[src/rtl/ram_burst_reader_pkg.sv]
// Shared state encoding and default widths for the RAM burst read path.
package ram_burst_reader_pkg;

    localparam int unsigned DEF_ADDR_WIDTH = 4;
    localparam int unsigned DEF_DATA_WIDTH = 8;

    typedef enum logic [1:0] {
        IDLE  = 2'd0,
        READ  = 2'd1,
        DRAIN = 2'd2,
        DONE  = 2'd3
    } state_e;

endpackage

[src/rtl/ram_burst_reader_if.sv]
// Control, RAM read port and output stream of the burst reader.
interface ram_burst_reader_if
    import ram_burst_reader_pkg::*;
#(
    parameter int unsigned ADDR_WIDTH = DEF_ADDR_WIDTH,
    parameter int unsigned DATA_WIDTH = DEF_DATA_WIDTH
);
    logic                  start;
    logic [ADDR_WIDTH-1:0] base_addr;
    logic [ADDR_WIDTH:0]   len;
    logic                  busy;
    logic                  done;
    logic                  ram_rd_en;
    logic [ADDR_WIDTH-1:0] ram_rd_addr;
    logic [DATA_WIDTH-1:0] ram_rd_data;
    logic [DATA_WIDTH-1:0] out_data;
    logic                  out_valid;
    logic                  out_ready;

    modport master (
        input  start, base_addr, len, ram_rd_data, out_ready,
        output busy, done, ram_rd_en, ram_rd_addr, out_data, out_valid
    );

    modport slave (
        output start, base_addr, len, ram_rd_data, out_ready,
        input  busy, done, ram_rd_en, ram_rd_addr, out_data, out_valid
    );
endinterface

[src/rtl/ram_rd_fifo2.sv]
// Two-entry synchronous FIFO holding RAM words until the stream accepts them.
// The caller must not push while full unless it pops in the same cycle.
module ram_rd_fifo2 #(
    parameter int unsigned DATA_WIDTH = 8
) (
    input  logic                  clk,
    input  logic                  rst,
    input  logic                  push,
    input  logic                  pop,
    input  logic [DATA_WIDTH-1:0] push_data,
    output logic [1:0]            count,
    output logic [DATA_WIDTH-1:0] head_data,
    output logic                  full,
    output logic                  empty
);
    logic [DATA_WIDTH-1:0] mem_q [2];
    logic [DATA_WIDTH-1:0] mem_d [2];
    logic                  wr_ptr_q, wr_ptr_d;
    logic                  rd_ptr_q, rd_ptr_d;
    logic [1:0]            count_q, count_d;
    logic                  do_pop;

    always_comb begin
        mem_d    = mem_q;
        wr_ptr_d = wr_ptr_q;
        rd_ptr_d = rd_ptr_q;
        do_pop   = pop && (count_q != 2'd0);
        if (push) begin
            mem_d[wr_ptr_q] = push_data;
            wr_ptr_d        = !wr_ptr_q;
        end
        if (do_pop) begin
            rd_ptr_d = !rd_ptr_q;
        end
        count_d = count_q + 2'(push) - 2'(do_pop);
    end

    always_ff @(posedge clk) begin
        if (rst) begin
            mem_q[0] <= '0;
            mem_q[1] <= '0;
            wr_ptr_q <= 1'b0;
            rd_ptr_q <= 1'b0;
            count_q  <= 2'd0;
        end else begin
            mem_q    <= mem_d;
            wr_ptr_q <= wr_ptr_d;
            rd_ptr_q <= rd_ptr_d;
            count_q  <= count_d;
        end
    end

    assign count     = count_q;
    assign head_data = mem_q[rd_ptr_q];
    assign full      = (count_q == 2'd2);
    assign empty     = (count_q == 2'd0);
endmodule

[src/rtl/ram_burst_reader.sv]
// Burst read master: issues len RAM reads from base_addr and streams the words
// out on valid/ready, never keeping more than two words outstanding.
module ram_burst_reader
    import ram_burst_reader_pkg::*;
#(
    parameter int unsigned ADDR_WIDTH = DEF_ADDR_WIDTH,
    parameter int unsigned DATA_WIDTH = DEF_DATA_WIDTH
) (
    input logic               clk,
    input logic               rst,
    ram_burst_reader_if.master bus
);
    localparam int unsigned LEN_WIDTH = ADDR_WIDTH + 1;

    state_e                state_q, state_d;
    logic [ADDR_WIDTH-1:0] base_q, base_d;
    logic [LEN_WIDTH-1:0]  len_q, len_d;
    logic [LEN_WIDTH-1:0]  issued_q, issued_d;
    logic [LEN_WIDTH-1:0]  accepted_q, accepted_d;
    logic                  inflight_q, inflight_d;

    logic [1:0]            fifo_count;
    logic                  fifo_full;
    logic                  fifo_empty;
    logic [DATA_WIDTH-1:0] fifo_head;
    logic                  pop_c;
    logic                  push_c;
    logic                  rd_en_c;
    logic [2:0]            occ_c;

    ram_rd_fifo2 #(.DATA_WIDTH(DATA_WIDTH)) u_fifo (
        .clk       (clk),
        .rst       (rst),
        .push      (push_c),
        .pop       (pop_c),
        .push_data (bus.ram_rd_data),
        .count     (fifo_count),
        .head_data (fifo_head),
        .full      (fifo_full),
        .empty     (fifo_empty)
    );

    // Next-state, read issue and beat accounting.
    always_comb begin
        state_d    = state_q;
        base_d     = base_q;
        len_d      = len_q;
        issued_d   = issued_q;
        accepted_d = accepted_q;
        pop_c      = !fifo_empty && bus.out_ready;
        push_c     = inflight_q && (!fifo_full || pop_c);
        // Words buffered plus in flight, counting a beat leaving this cycle as gone.
        occ_c      = 3'(fifo_count) + 3'(inflight_q) - 3'(pop_c);
        rd_en_c    = (state_q == READ) && (occ_c < 3'd2);
        inflight_d = rd_en_c;
        if (pop_c) begin
            accepted_d = accepted_q + LEN_WIDTH'(1);
        end
        unique case (state_q)
            IDLE: begin
                if (bus.start) begin
                    base_d     = bus.base_addr;
                    len_d      = bus.len;
                    issued_d   = '0;
                    accepted_d = '0;
                    state_d    = (bus.len == '0) ? DONE : READ;
                end
            end
            READ: begin
                if (rd_en_c) begin
                    issued_d = issued_q + LEN_WIDTH'(1);
                    if (issued_d == len_q) begin
                        state_d = DRAIN;
                    end
                end
            end
            DRAIN: begin
                if (accepted_d == len_q) begin
                    state_d = DONE;
                end
            end
            DONE:    state_d = IDLE;
            default: state_d = IDLE;
        endcase
    end

    always_ff @(posedge clk) begin
        if (rst) begin
            state_q    <= IDLE;
            base_q     <= '0;
            len_q      <= '0;
            issued_q   <= '0;
            accepted_q <= '0;
            inflight_q <= 1'b0;
        end else begin
            state_q    <= state_d;
            base_q     <= base_d;
            len_q      <= len_d;
            issued_q   <= issued_d;
            accepted_q <= accepted_d;
            inflight_q <= inflight_d;
        end
    end

    // Address wraps naturally at 2**ADDR_WIDTH.
    assign bus.ram_rd_en   = rd_en_c;
    assign bus.ram_rd_addr = base_q + ADDR_WIDTH'(issued_q);
    assign bus.out_valid   = !fifo_empty;
    assign bus.out_data    = fifo_head;
    assign bus.busy        = (state_q != IDLE);
    assign bus.done        = (state_q == DONE);
endmodule

[src/flat_wrapper.sv]
// flat-port wrapper written by rule: the top's interface ports become plain ports
module ram_burst_reader_flat import ram_burst_reader_pkg::*;
#(
    parameter int unsigned ADDR_WIDTH = DEF_ADDR_WIDTH,
    parameter int unsigned DATA_WIDTH = DEF_DATA_WIDTH
)
  (clk, rst, bus_start, bus_base_addr, bus_len, bus_ram_rd_data, bus_out_ready, bus_busy, bus_done, bus_ram_rd_en, bus_ram_rd_addr, bus_out_data, bus_out_valid);
  ram_burst_reader_if #(.ADDR_WIDTH(ADDR_WIDTH), .DATA_WIDTH(DATA_WIDTH)) bus_i ();
  input logic clk;
  input logic rst;
  input wire logic [$bits(bus_i.start)-1:0] bus_start;
  input wire logic [$bits(bus_i.base_addr)-1:0] bus_base_addr;
  input wire logic [$bits(bus_i.len)-1:0] bus_len;
  input wire logic [$bits(bus_i.ram_rd_data)-1:0] bus_ram_rd_data;
  input wire logic [$bits(bus_i.out_ready)-1:0] bus_out_ready;
  output wire logic [$bits(bus_i.busy)-1:0] bus_busy;
  output wire logic [$bits(bus_i.done)-1:0] bus_done;
  output wire logic [$bits(bus_i.ram_rd_en)-1:0] bus_ram_rd_en;
  output wire logic [$bits(bus_i.ram_rd_addr)-1:0] bus_ram_rd_addr;
  output wire logic [$bits(bus_i.out_data)-1:0] bus_out_data;
  output wire logic [$bits(bus_i.out_valid)-1:0] bus_out_valid;
  assign bus_i.start = bus_start;
  assign bus_i.base_addr = bus_base_addr;
  assign bus_i.len = bus_len;
  assign bus_i.ram_rd_data = bus_ram_rd_data;
  assign bus_i.out_ready = bus_out_ready;
  assign bus_busy = bus_i.busy;
  assign bus_done = bus_i.done;
  assign bus_ram_rd_en = bus_i.ram_rd_en;
  assign bus_ram_rd_addr = bus_i.ram_rd_addr;
  assign bus_out_data = bus_i.out_data;
  assign bus_out_valid = bus_i.out_valid;
  ram_burst_reader #(.ADDR_WIDTH(ADDR_WIDTH), .DATA_WIDTH(DATA_WIDTH)) u_core (.clk(clk), .rst(rst), .bus(bus_i));
endmodule
[config.mk]
export PLATFORM = sky130hd
export DESIGN_NAME = ram_burst_reader_flat
export DESIGN_NICKNAME = d
export VERILOG_FILES = /design/src/rtl/ram_burst_reader_pkg.sv /design/src/rtl/ram_burst_reader_if.sv /design/src/rtl/ram_rd_fifo2.sv /design/src/rtl/ram_burst_reader.sv /design/src/flat_wrapper.sv
export SDC_FILE = /design/constraint.sdc
export NUM_CORES = 1
export LEC_CHECK = 0
export BUFFER_PORTS_ARGS = -buffer_cell sky130_fd_sc_hd__buf_2
export CORE_UTILIZATION = 63
export CTS_BUF_LIST = sky130_fd_sc_hd__clkbuf_8
export DETAILED_ROUTE_END_ITERATION = 8
export PLACE_DENSITY = 0.87
export SYNTH_ARGS = -nofsm -noshare
export SYNTH_HDL_FRONTEND = slang
export SYNTH_HIERARCHICAL = 1
export SYNTH_SLANG_ARGS = --single-unit
[constraint.sdc]
create_clock -name clk -period 5.73 [get_ports clk]
set_clock_uncertainty 0.15 [all_clocks]
set_input_delay 1.146 -clock clk [delete_from_list [all_inputs] [get_ports clk]]
set_output_delay 1.146 -clock clk [all_outputs]
set_load 0.05 [all_outputs]
Word-level counts from Yosys, hierarchy flattened
Index checks and enable logic that the tools add are counted.
{"block": "totals", "out_inout_bits": 16, "regBits": 42, "word_cells": 71, "in_bits": 21}
{"block": "classes", "n_reduce_logical": 19, "eq_ne": 10, "n_lt_le_gt_ge": 4, "n_mux": 18, "bitwise_logic": 2, "add_sub_neg": 7}
{"op": "8-bit 2-to-1 mux", "count": 4}
{"op": "5-bit 2-to-1 mux", "count": 5}
{"op": "16-bit bitwise mux", "count": 1}
{"op": "5-bit by 1-bit adder with 5-bit output, second input constant", "count": 2}
{"op": "5-bit == test", "count": 2}
{"op": "2-bit 2-to-1 mux", "count": 5}
{"op": "5-bit case mux with 2 select lines", "count": 1}
{"op": "8-bit demux with 1-bit select", "count": 1}
{"op": "2-bit case mux with 4 select lines", "count": 1}
{"op": "2-bit == test, second input constant", "count": 3}
{"op": "2-bit inequality test, second input constant", "count": 3}
{"op": "2-bit nonzero test", "count": 3}
{"op": "1-bit logical AND", "count": 5}
{"op": "5-bit logical NOT", "count": 1}
{"op": "4-bit adder", "count": 1}
{"op": "2-bit >= comparator, second input constant", "count": 2}
{"op": "1-bit logical NOT", "count": 4}
{"op": "2-bit logical NOT", "count": 2}
{"op": "1-bit inverter with 2-bit output", "count": 2}
{"op": "4-bit AND reduction", "count": 1}
{"op": "2-bit by 1-bit adder with 3-bit output", "count": 1}
{"op": "3-bit by 2-bit less-than comparator with 1-bit output, second input constant", "count": 1}
{"op": "3-bit AND reduction", "count": 1}
{"op": "3-bit by 1-bit subtractor with 3-bit output", "count": 1}
{"op": "7 further kinds", "count": 7}

Longest topological paths before layout
Gate-level depths: netlist of run 1.
{"block": "depth", "ltp_word": 8, "depth_mapped": 12, "depth_no_buf": 11}

By module
The synthesis of run 1 kept the hierarchy.
{"module": "ram_burst_reader", "area_per_inst_um2": 1346.3, "n_inst": 1, "cells_per_inst": 161, "seq_area_each_um2": 440.4}
{"module": "ram_rd_fifo2", "area_per_inst_um2": 893.4, "n_inst": 1, "cells_per_inst": 102, "seq_area_each_um2": 400.4}

Least setup slack after synthesis of run 1
Ideal clock, no wire load.
{"block": "synth_timing", "path_kind": "input -> output", "start": "in bus_out_ready", "end": "out bus_ram_rd_en", "slack_ps": 1923, "cell_stages": 7, "t_arrival_ps": 2511, "n_path_buf": 0, "required_time_ps": 4434, "cell_sequence": "nand2b_4 -> nor2_1 -> o21ai_0 -> fa_1 -> xnor2_1 -> nand3_1 -> inv_1"}
{"block": "synth_via", "elab_chain_len": 4}
{"item": "start, declared", "line": "flat_wrapper.sv:15", "source": "input wire logic [$bits(bus_i.out_ready)-1:0] bus_out_ready;"}
{"item": "1-bit logical AND", "line": "ram_burst_reader.sv:50", "source": "pop_c = !fifo_empty && bus.out_ready;"}
{"item": "3-bit by 1-bit subtractor with 3-bit output", "line": "ram_burst_reader.sv:53", "source": "occ_c = 3'(fifo_count) + 3'(inflight_q) - 3'(pop_c);"}
{"item": "3-bit by 2-bit less-than comparator with 1-bit output", "line": "ram_burst_reader.sv:54", "source": "rd_en_c = (state_q == READ) && (occ_c < 3'd2);"}
{"item": "1-bit logical AND", "line": "ram_burst_reader.sv:54"}
{"item": "end, declared", "line": "flat_wrapper.sv:18", "source": "output wire logic [$bits(bus_i.ram_rd_en)-1:0] bus_ram_rd_en;"}
No other way between the ends.

Worst setup path in the final report of run 1
Same ends and word-level chain as after synthesis.

==> impl_summary.txt, run 1 <==
----------------------------------------------------
[Run status]
  Result of the run ... complete, no violations

[Clock network]
  Insertion delay to the later sink of the worst-skew pair ... approximately 0.3 ns
  Number of instances resized during post-cts repair ... 0
  TritonCTS clock tree ... built
  Setup bufs post-CTS ... 0
  Number of levels in the clock H-tree ... 2
  Clock transition at the register clock pins on the worst setup and hold paths after CTS ... approximately 0.080 ns
  Clock sink count ... 42
  Root cell of the clock tree ... clkbuf_8
  Number of CTS-inserted buffers ... 5
  Clock tree buffer depth ... 2
  Number of buffers added to fix hold violations after cts ... 0

[STA]
  Slew margin rel. ... roughly 50%
  Final setup viols ... 0
  Final Hold Viols ... 0
  Number of slew-limit violations in the final report ... 0
  Slew at the pin closest to its max-slew limit ... between 0.7 and 0.8 ns
  Minimum period implied by the final worst setup slack ... 4.04 ns
  Fin Setup TNS ... 0 ns
  Final Cycle Share ... between 70% and 80%
  Final worst setup slack ... around 1.7 ns
  Peak clock frequency supported by timing ... 0.248 GHz
  Unrepaired setup endpoints after global routing ... no

[Placement]
  Final Wtd Congestion ... around 0.8
  Setup slack after placement ... approximately 1.7 ns
  # port buffers ... 36
  Half-perimeter wire length after detailed placement ... slightly above 3 mm
  Placement Cell Area ... ~0.0024 mm2

[Critical path]
  Critical register-to-register path endpoint ... u_core/issued_q[4]
  Crit start category ... input pin
  Reg-to-reg setup timing slack ... 2.83 ns
  Biggest fanout along the worst timing path ... 7
  Critical register-to-register path startpoint ... u_core/u_fifo/count[1]
  CP Data Arrival Time ... roughly 2.7 ns
  Crit path capture type ... output port
  Data required time at the worst endpoint ... roughly 4.4 ns
  Register-to-Register Path Depth ... 10
  Crit Path Category ... input pin to output port

[Floorplan]
  Number of standard-cell rows in the floorplan ... 21
  IO Pins ... 37
  Y dimension of the die ... roughly 62 um
  Full die area ... 0.00380 mm2
  Die W ... ~60 um
  Initial core utilization ... around two thirds
  Placeable core region ... 0.00336 mm2

[Power]
  Overall power of the completed layout ... about 1.0 mW
  Internal Power ... 0.603 mW
  Switching share of power ... 42.1%
  Portion of total power attributed to sequential cells ... about 37%
  P_sw ... 0.438 mW
  Static Leak ... roughly 1.1 nW
  Worst IR Drop VDD ... around 0.24 mV
  Power per unit of standard cell area ... 409 mW/mm2
  Part of the total power dissipated in combinational logic ... between 40% and 50%
  Part of the power in the clock network ... 21.9%

[Routing]
  Vias after detailed routing ... about 1800
  Length of the first detailed-routing pass in iterations ... 4
  DRC Markers ... 0
  Routed wire length ... 4.30 mm
  Violation count after the first detailed-routing iteration ... ~130
  Average routed wire per standard cell ... 12.5 um
  Via/cell ratio ... 5.33
  Remaining antenna violation count after routing ... 0

[Synthesis]
  FFs w/ async S/R, synth ... 0%
  Sequential fraction of the synthesis area ... 37.5%
  Flip-flop and latch count after synthesis ... between 40 and 50
  Number of flops mapped to enable cells by yosys ... 0
  Top post-synthesis cells by area ... dfxtp_1 38%, nand2_1 7.7%, ha_1 6.7%
  Prevailing post-synth register cell ... dfxtp_1
  Synthesized area per cell ... 8.52 um2
  Cell area after synthesis ... around 0.0022 mm2
  Number of standard cells after synthesis ... between 200 and 300
  Synthesized Nets ... ~300
  Number of different library cells in the post-synthesis netlist ... 38
  Area share of the largest cell type after synthesis ... around 38%
  Cell type with the highest aggregate area in the netlist ... dfxtp_1
  Count of warnings emitted by yosys ... 6

[Cells and area]
  Number of nets in the layout ... 331
  Final non-filler cell area ... between 0.002 and 0.003 mm2
  Area growth from synthesis to layout ... 13.6%
  Filler Cells Inserted ... between 200 and 300
  Antenna cells ... 0
  Layout cells sized above 1 ... around 22%

[Flow run]
  Number of maximum-capacitance violations ... 0

[Hold path]
  Worst min path class ... flip-flop to flip-flop
  Worst hold stages ... 2
  Hold worst-path end ... u_core/u_fifo/mem_q[4]
  Worst hold path startpoint ... u_core/u_fifo/mem_q[4]

[GRT]
  First-pass GRT wire length ... a little over 7 mm
  GRT Overall Usage ... a little over a quarter
  Number of global-route vias before repair ... approximately 1700
  Maximum number of pins on one net before global-route repair ... 39
  Remaining global-route overflow ... 0
  Number of antenna violations at the first check in global routing ... 0

----------------------------------------------------
-- critical path, cell delays in order --
cell,delay (ns)
buf_2,0.11
nand2b_4,0.09
nor2_1,0.16
o21ai_0,0.14
fa_1,0.39
xnor2_1,0.22
nand3_1,0.15
inv_1,0.08
buf_2,0.26
-- synthesized netlist by cell type (2+ instances only) --
| master | instances |
|---|---|
| clkbuf_1 | 4 |
| nor3_1 | 3 |
| nand2_1 | 46 |
| ha_1 | 12 |
| xor2_1 | 10 |
| and2_1 | 2 |
| buf_2 | 7 |
| or3_1 | 2 |
| nand4_1 | 2 |
| nor2b_1 | 5 |
| inv_1 | 13 |
| a21oi_1 | 28 |
| nand2b_1 | 3 |
| dfxtp_1 | 42 |
| mux2_2 | 8 |
| a21oi_2 | 8 |
| fa_1 | 2 |
| nand3_1 | 11 |
| nand3b_1 | 2 |
| o21ai_0 | 5 |
| nor2_1 | 16 |
| xnor2_1 | 16 |
-- layer usage --
metal  GRT usage, %  share of wire (%)
met5              0                  0
met1           32.2                 47
met3           7.14                4.4
met4           6.67                1.1
met2           45.0                 48
-- metrics by stage --
step	hold slack (ns)	utilization, %	cells
3_5_place_dp	0.300	72.4	335
5_1_grt	0.337	75.7	343
6_report	0.309	75.7	343
2_1_floorplan	0.283	-	263
4_1_cts	0.314	75.7	343
3_3_place_gp	0.291	72.4	335
-- logic make-up (layout without fill, tap and decap cells) --
kind of cell / count (synthesis) / count (layout) / share of synthesized area (%)
compound gates: 50 / 50 / 14.4
xor+xnor: 26 / 26 / 10.2
fa+ha+maj: 14 / 14 / 8.49
buf+inv: 25 / 59 / 4.69
flops: 42 / 42 / 37.5
mux: 8 / 8 / 4.02
simple gates: 98 / 98 / 20.7
-- registers in the layout, summed over array words and instances, names as in the netlist, 2 cells and up --
signal	count
u_core/u_fifo/mem_q	16
u_core/accepted_q	5
u_core/issued_q	5
u_core/len_q	5
u_core/base_q	4
u_core/state_q	2
u_core/u_fifo/count	2
-- worst max path at each step --
stage                  startpoint            end  cells past startpoint
floorplan           bus_out_ready  bus_ram_rd_en                      7
global placement    bus_out_ready  bus_ram_rd_en                      9
detailed placement  bus_out_ready  bus_ram_rd_en                      9
CTS                 bus_out_ready  bus_ram_rd_en                      9
global route        bus_out_ready  bus_ram_rd_en                      9
finish              bus_out_ready  bus_ram_rd_en                      9
-- power groups by stage --
stage	Sequential, mW	Clock, mW	Combinational [mW]
2_1_floorplan	0.367	0	0.364
3_3_place_gp	0.384	0	0.420
3_5_place_dp	0.386	0	0.429
4_1_cts	0.380	0.231	0.432
5_1_grt	0.387	0.245	0.478
6_report	0.380	0.228	0.432
-- final cells by class --
| cell class | instances | area, um2 | share of cell area (%) |
|---|---|---|---|
| Clock inverter | 3 | 41.3 | 1.62 |
| Clock buffer | 5 | 68.8 | 2.70 |
| Tap cell | 46 | 57.6 | 2.26 |
| Sequential cell | 42 | 841 | 33.0 |
| Inverter | 14 | 55.1 | 2.16 |
| Multi-Input combinational cell | 196 | 1290 | 50.8 |
| Timing Repair Buffer | 37 | 188 | 7.37 |
-- cell usage in the layout (no fill, tap or decap), types with 2 or more instances in the layout --
cell	count
nor2b_1	5
clkbuf_8	5
dfxtp_1	42
mux2_2	8
nand4_1	2
nand3_1	11
a21oi_2	8
ha_1	12
and2_1	2
inv_1	14
or3_1	2
xor2_1	10
fa_1	2
nand3b_1	2
buf_2	36
nand2_1	46
o21ai_0	5
nor2_1	16
a21oi_1	28
xnor2_1	16
nand2b_1	3
nor3_1	3
Power figures use the tool's default switching activity.
==> run 2, diff against run 1 <==
Settings changed: CORE_UTILIZATION 63 to 52, PLACE_DENSITY 0.87 to 0.76.
Clock period 5.73 ns to 3.7 ns, I/O delays scaled along.
==> run 2 against run 1 <==
Effect of this change:
- combinational power grew 55%
- clock power up 62%
- critical path depth is the same
- die area grew 20%
- cell count grew 1.2%
- power up 56%
- sequential share of layout area fell by 0.097 points
- wire length grew 0.21%
- via count up 0.71%
- sequential cell count is the same
- design area increased by 0.30%
- core utilization is 13 points lower
- highest routed layer unchanged
==> impl_summary.txt, run 2 (synthesized netlist as in run 1, its figures left out) <==
----------------------------------------------------
[Run status]
  Result of the run ... complete, no violations (unchanged)

[Routing]
  DRC Markers ... 0 (unchanged)
  Violation count after the first detailed-routing iteration ... 77 (was 132)
  Average routed wire per standard cell ... 12.4 um (was 12.5 um)
  Length of the first detailed-routing pass in iterations ... 4 (unchanged)
  Remaining antenna violation count after routing ... 0 (unchanged)
  Via/cell ratio ... 5.30 (was 5.33)
  Routed wire length ... 4.31 mm (was 4.30 mm)
  Vias after detailed routing ... 1840 (was 1827)

[Critical path]
  Delay contributed by the slowest stage of the critical path ... 0.47 ns (was 0.39 ns)
  Crit Path Category ... flip-flop to output port (was input pin to output port)
  Gate family responsible for the most delay along the worst path ... simple AND/OR/NAND/NOR gates (was buffers and inverters)
  Crit path capture type ... output port (unchanged)
  Critical Path, Cell by Cell ... nor2_1, nand2b_4, nor2_1, o21ai_0, fa_1, xnor2_1, nand3_1, inv_1, buf_2 (was buf_2, nand2b_4, nor2_1, o21ai_0, fa_1, xnor2_1, nand3_1, inv_1, buf_2)
  Slowest stage cell on the critical path ... dfxtp_1 (was fa_1)
  Crit start category ... flip-flop (was input pin)
  Biggest fanout along the worst timing path ... 7 (unchanged)
  Reg-to-reg setup timing slack ... 0.83 ns (was 2.83 ns)
  CP Data Arrival Time ... 2.45 ns (was 2.74 ns)
  Cell with the most instances on the worst path ... nor2_1 (was buf_2)
  Worst path bufs/invs ... 2 (was 3)
  Data required time at the worst endpoint ... 2.81 ns (was 4.43 ns)

[Floorplan]
  Placeable core region ... 0.00406 mm2 (was 0.00336 mm2)
  Initial core utilization ... 55.2% (was 66.6%)
  Die W ... 67.6 um (was 61.6 um)
  Full die area ... 0.00457 mm2 (was 0.00380 mm2)
  Number of standard-cell rows in the floorplan ... 23 (was 21)
  Y dimension of the die ... 67.6 um (was 61.6 um)
  IO Pins ... 37 (unchanged)

[Power]
  Overall power of the completed layout ... 1.63 mW (was 1.04 mW)
  Internal Power ... 0.937 mW (was 0.603 mW)
  P_sw ... 0.688 mW (was 0.438 mW)
  Power per unit of standard cell area ... 637 mW/mm2 (was 409 mW/mm2)
  Part of the power in the clock network ... 22.7% (was 21.9%)
  Static Leak ... 1.13 nW (about the same)
  Switching share of power ... 42.3% (was 42.1%)
  Worst IR Drop VDD ... 0.272 mV (was 0.238 mV)
  Portion of total power attributed to sequential cells ... 36.1% (was 36.5%)
  Part of the total power dissipated in combinational logic ... 41.2% (was 41.6%)

[Clock network]
  Number of instances resized during post-cts repair ... 0 (unchanged)
  Insertion delay to the later sink of the worst-skew pair ... 0.31 ns (was 0.30 ns)
  Root cell of the clock tree ... clkbuf_8 (unchanged)
  Number of levels in the clock H-tree ... 2 (unchanged)
  Clock tree buffer depth ... 2 (unchanged)
  Number of CTS-inserted buffers ... 5 (unchanged)
  Clock transition at the register clock pins on the worst setup and hold paths after CTS ... 0.09 ns (was 0.08 ns)
  Clock sink count ... 42 (unchanged)
  Number of buffers added to fix hold violations after cts ... 0 (unchanged)
  TritonCTS clock tree ... built (unchanged)
  Setup bufs post-CTS ... 0 (unchanged)

[GRT]
  Remaining global-route overflow ... 0 (unchanged)
  Grt met2 use ... 35.3% (was 45.0%)
  Maximum number of pins on one net before global-route repair ... 39 (unchanged)
  Global-route track usage on met3 ... 4.73% (was 7.14%)
  GRT Overall Usage ... 21.1% (was 26.1%)
  Number of global-route vias before repair ... 1699 (was 1705)
  First-pass GRT wire length ... 7.11 mm (was 7.26 mm)
  GRT met1 Usage ... 24.5% (was 32.2%)
  Number of antenna violations at the first check in global routing ... 0 (unchanged)
  Global-route layer with the greatest usage ... met2 (unchanged)

[Hold path]
  Worst min path class ... flip-flop to flip-flop (unchanged)

[Placement]
  # port buffers ... 36 (unchanged)
  Final Wtd Congestion ... 0.760 (was 0.790)
  Number of cells after detailed placement ... 339 (was 335)
  Setup slack after placement ... 0.486 ns (was 1.71 ns)
  Half-perimeter wire length after detailed placement ... 3.13 mm (was 3.11 mm)

[STA]
  Peak clock frequency supported by timing ... about 0.30 GHz
  Fin Setup TNS ... 0 ns (unchanged)
  Unrepaired setup endpoints after global routing ... no (unchanged)
  Final Cycle Share ... 90.3%
  Final setup viols ... 0 (unchanged)
  Final Hold Viols ... 0 (unchanged)
  Slew at the pin closest to its max-slew limit ... 0.748 ns (about the same)
  Final worst setup slack ... 0.357 ns (was 1.69 ns)
  Number of slew-limit violations in the final report ... 0 (unchanged)
  Slew margin rel. ... 50.1% (about the same)
  Minimum period implied by the final worst setup slack ... 3.34 ns

[Cells and area]
  Commonest non-fill, non-tap cells in the layout ... 46 x nand2_1, 42 x dfxtp_1, 36 x buf_2 (unchanged)
  Most flops, register ... u_core/u_fifo/mem_q (unchanged)
  Number of nets in the layout ... 331 (unchanged)
  Number of flip-flops under the largest register name ... 16 (unchanged)
  Area growth from synthesis to layout ... 14.0% (was 13.6%)
  Antenna cells ... 0 (unchanged)
  Post-route insts no fill ... 347 (was 343)
  Commonest non-fill, non-tap cell in the layout ... nand2_1 (unchanged)
  Layout cells sized above 1 ... 22.2% (was 21.9%)

[Flow run]
  Number of maximum-capacitance violations ... 0 (unchanged)

----------------------------------------------------
run 2: metal layers:
layer	wire length [um]	part of all wire [%]
met3	223	5.2
met1	1970	46
met2	1990	46
met5	0	0
met4	123	2.9
run 2: final timing paths:
kind / end / from / depth (start not counted)
min reg2reg: u_core/u_fifo/mem_q[4] / u_core/u_fifo/mem_q[4] / 2
max: bus_ram_rd_en / u_core/u_fifo/count[1] / 9
min: u_core/u_fifo/mem_q[4] / u_core/u_fifo/mem_q[4] / 2
max reg2reg: u_core/issued_q[4] / u_core/u_fifo/count[1] / 10
run 2: power by group through the flow:
stage	sequential, mW	clock, mW	combinational (mW)
after global placement	0.595	0	0.658
after floorplan	0.568	0	0.564
after CTS	0.588	0.376	0.672
after detailed placement	0.598	0	0.669
after global routing	0.599	0.392	0.738
final	0.587	0.369	0.670
run 2: worst register-to-register path, stage by stage, from the launching register on:
cell      delay [ns]
dfxtp_1         0.47
nor2_1          0.12
nand2b_4        0.19
nor2_1          0.17
o21ai_0         0.14
fa_1            0.38
xnor2_1         0.21
nand3_1         0.14
or2_1           0.32
or3_1           0.36
a21oi_1         0.14
run 2: final cells by class:
type	count	area, um2
Fill cell	350	1510
Multi-Input combinational cell	196	1290
Sequential cell	42	841
Timing Repair Buffer	37	188
Clock buffer	5	68.8
Tap cell	50	62.6
Inverter	14	55.1
Clock inverter	3	43.8
run 2: through the flow:
step / hold WS (ns) / util, % / instance area [um2]
floorplan: 0.283 / - / 2240
global placement: 0.290 / 60.1 / 2440
detailed placement: 0.297 / 60.1 / 2440
CTS: 0.309 / 62.9 / 2550
global route: 0.330 / 62.9 / 2550
finish: 0.305 / 62.9 / 2550
==> run 3, diff against run 2 <==
Settings changed: CORE_UTILIZATION 52 to 47, PLACE_DENSITY 0.76 to 0.7.
==> run 3 against run 2 <==
Effect of this change:
- the flow now finishes with violations (DRC)
- power up 0.19%
- clock-buffer cell count is 1 higher
- combinational power grew 1%
- largest power group unchanged
- sequential share of layout area barely moved
- first-iteration DRC count is 6.5% higher
==> impl_summary.txt, run 3 (synthesized netlist as in run 1, its figures left out) <==
----------------------------------------------------
[Floorplan]
  Die W ... 71.0 um (was 67.6 um)
  IO Pins ... 37 (unchanged)
  Full die area ... 0.00505 mm2 (was 0.00457 mm2)
  Y dimension of the die ... 71.0 um (was 67.6 um)
  Initial core utilization ... 50.1% (was 55.2%)
  Number of standard-cell rows in the floorplan ... 24 (was 23)
  Placeable core region ... 0.00447 mm2 (was 0.00406 mm2)

[Routing]
  Length of the first detailed-routing pass in iterations ... 7 (was 4)
  Average routed wire per standard cell ... 12.8 um (was 12.4 um)
  Violation count after the first detailed-routing iteration ... 82 (was 77)
  Via/cell ratio ... 5.19 (was 5.30)
  Routed wire length ... 4.46 mm (was 4.31 mm)
  Remaining antenna violation count after routing ... 0 (unchanged)
  Vias after detailed routing ... 1806 (was 1840)
  DRC Markers ... 2 (was 0)

[GRT]
  Remaining global-route overflow ... 0 (unchanged)
  Number of antenna violations at the first check in global routing ... 0 (unchanged)
  Maximum number of pins on one net before global-route repair ... 39 (unchanged)
  First-pass GRT wire length ... 7.54 mm (was 7.11 mm)
  GRT Overall Usage ... 18.8% (was 21.1%)
  Number of global-route vias before repair ... 1689 (was 1699)

[Clock network]
  Insertion delay to the later sink of the worst-skew pair ... 0.28 ns (was 0.31 ns)
  Number of CTS-inserted buffers ... 5 (unchanged)
  Number of levels in the clock H-tree ... 2 (unchanged)
  Number of instances resized during post-cts repair ... 0 (unchanged)
  Root cell of the clock tree ... clkbuf_8 (unchanged)
  Clock tree buffer depth ... 2 (unchanged)
  Setup bufs post-CTS ... 0 (unchanged)
  TritonCTS clock tree ... built (unchanged)
  Clock transition at the register clock pins on the worst setup and hold paths after CTS ... 0.08 ns (was 0.09 ns)
  Clock sink count ... 42 (unchanged)
  Number of buffers added to fix hold violations after cts ... 0 (unchanged)

[Run status]
  Violated checks ... DRC
  Result of the run ... finished with violations (was complete, no violations)

[STA]
  Final Cycle Share ... 90.6% (was 90.3%)
  Fin Setup TNS ... 0 ns (unchanged)
  Number of slew-limit violations in the final report ... 0 (unchanged)
  Final worst setup slack ... 0.350 ns (was 0.357 ns)
  Slew margin rel. ... 49.0% (was 50.1%)
  Final setup viols ... 0 (unchanged)
  Worst hold slack ... 0.311 ns (was 0.305 ns)
  Minimum period implied by the final worst setup slack ... 3.35 ns (was 3.34 ns)
  Peak clock frequency supported by timing ... 0.298 GHz (was 0.299 GHz)
  Slew at the pin closest to its max-slew limit ... 0.765 ns (was 0.748 ns)
  Unrepaired setup endpoints after global routing ... no (unchanged)
  Final Hold Viols ... 0 (unchanged)

[Cells and area]
  Most flops, register ... u_core/u_fifo/mem_q (unchanged)
  Antenna cells ... 0 (unchanged)
  Number of flip-flops under the largest register name ... 16 (unchanged)
  Area growth from synthesis to layout ... 14.1% (was 14.0%)
  Commonest non-fill, non-tap cell in the layout ... nand2_1 (unchanged)
  Commonest non-fill, non-tap cells in the layout ... 46 x nand2_1, 42 x dfxtp_1, 36 x buf_2 (unchanged)
  Layout cells sized above 1 ... 22.0% (was 22.2%)
  Number of nets in the layout ... 331 (unchanged)

[Power]
  Power per unit of standard cell area ... 638 mW/mm2 (was 637 mW/mm2)
  Worst IR Drop VDD ... 0.249 mV (was 0.272 mV)
  Static Leak ... 1.13 nW (about the same)
  Overall power of the completed layout ... 1.63 mW (about the same)

[Critical path]
  CP Data Arrival Time ... 2.46 ns (was 2.45 ns)
  Gate family responsible for the most delay along the worst path ... simple AND/OR/NAND/NOR gates (unchanged)
  Delay contributed by the slowest stage of the critical path ... 0.46 ns (was 0.47 ns)
  Data required time at the worst endpoint ... 2.81 ns (about the same)
  Critical Path, Cell by Cell ... nor2_1, nand2b_4, nor2_1, o21ai_0, fa_1, xnor2_1, nand3_1, inv_1, buf_2 (unchanged)
  Crit start category ... flip-flop (unchanged)
  Crit path capture type ... output port (unchanged)
  Worst path bufs/invs ... 2 (unchanged)
  Slowest stage cell on the critical path ... dfxtp_1 (unchanged)
  Crit Path Category ... flip-flop to output port (unchanged)
  Biggest fanout along the worst timing path ... 7 (unchanged)
  Cell with the most instances on the worst path ... nor2_1 (unchanged)

[Placement]
  Final Wtd Congestion ... 0.805 (was 0.760)
  # port buffers ... 36 (unchanged)
  Setup slack after placement ... 0.442 ns (was 0.486 ns)
  Half-perimeter wire length after detailed placement ... 3.19 mm (was 3.13 mm)

[Flow run]
  Number of maximum-capacitance violations ... 0 (unchanged)

[Hold path]
  Worst min path class ... flip-flop to flip-flop (unchanged)

----------------------------------------------------
-- run 3: changes by cell type in the layout (fill, tap and decap cells not counted) --
cell,delta
clkinv_2,-1
clkbuf_8,+1
inv_6,-1
-- run 3: metrics by stage --
stage | cell area, um2 | util, % | instances
after floorplan | 2240 | - | 263
after global placement | 2440 | 54.6 | 341
after detailed placement | 2440 | 54.6 | 341
after CTS | 2550 | 57.1 | 348
after global routing | 2550 | 57.1 | 348
final | 2550 | 57.1 | 348
-- run 3: layer usage --
layer / part of all wire (%) / global-route usage (%)
met5: 0 / 0
met4: 1.1 / 6.44
met3: 3.2 / 3.99
met2: 47 / 30.4
met1: 48 / 25.1
-- run 3: worst register-to-register path: stages, from the launching register on --
cell and delay (ns):
dfxtp_1 0.46, nor2_1 0.12, nand2b_4 0.19, nor2_1 0.18, o21ai_0 0.15, fa_1 0.39
xnor2_1 0.20, nand2_1 0.08, a21oi_1 0.23, a21boi_1 0.39, a21oi_1 0.12, a311oi_1 0.25
-- run 3: layout make-up --
type / count / area (um2)
clock inverters: 1 / 30.0
multi-input cells: 196 / 1290
flip-flops and latches: 42 / 841
well taps: 52 / 65.1
repair buffers: 37 / 188
clock buffers: 6 / 82.6
fillers: 426 / 1920
inverters: 14 / 55.1
-- run 3: power breakdown --
part           switching (mW)  total (mW)  internal (mW)
clock                   0.148       0.364          0.216
combinational           0.457       0.678          0.221
sequential             0.0719       0.587          0.515
total                   0.677        1.63          0.952
-- run 3: path summary, 6_finish.rpt --
check                                       startpoint                endpoint  slack [ns]  cells past startpoint
worst min register to register  u_core/u_fifo/mem_q[3]  u_core/u_fifo/mem_q[3]        0.31                      2
worst max register to register  u_core/u_fifo/count[1]       u_core/state_q[1]        0.73                     11
worst max-delay path            u_core/u_fifo/count[1]           bus_ram_rd_en        0.35                      9
worst min-delay path            u_core/u_fifo/mem_q[3]  u_core/u_fifo/mem_q[3]        0.31                      2
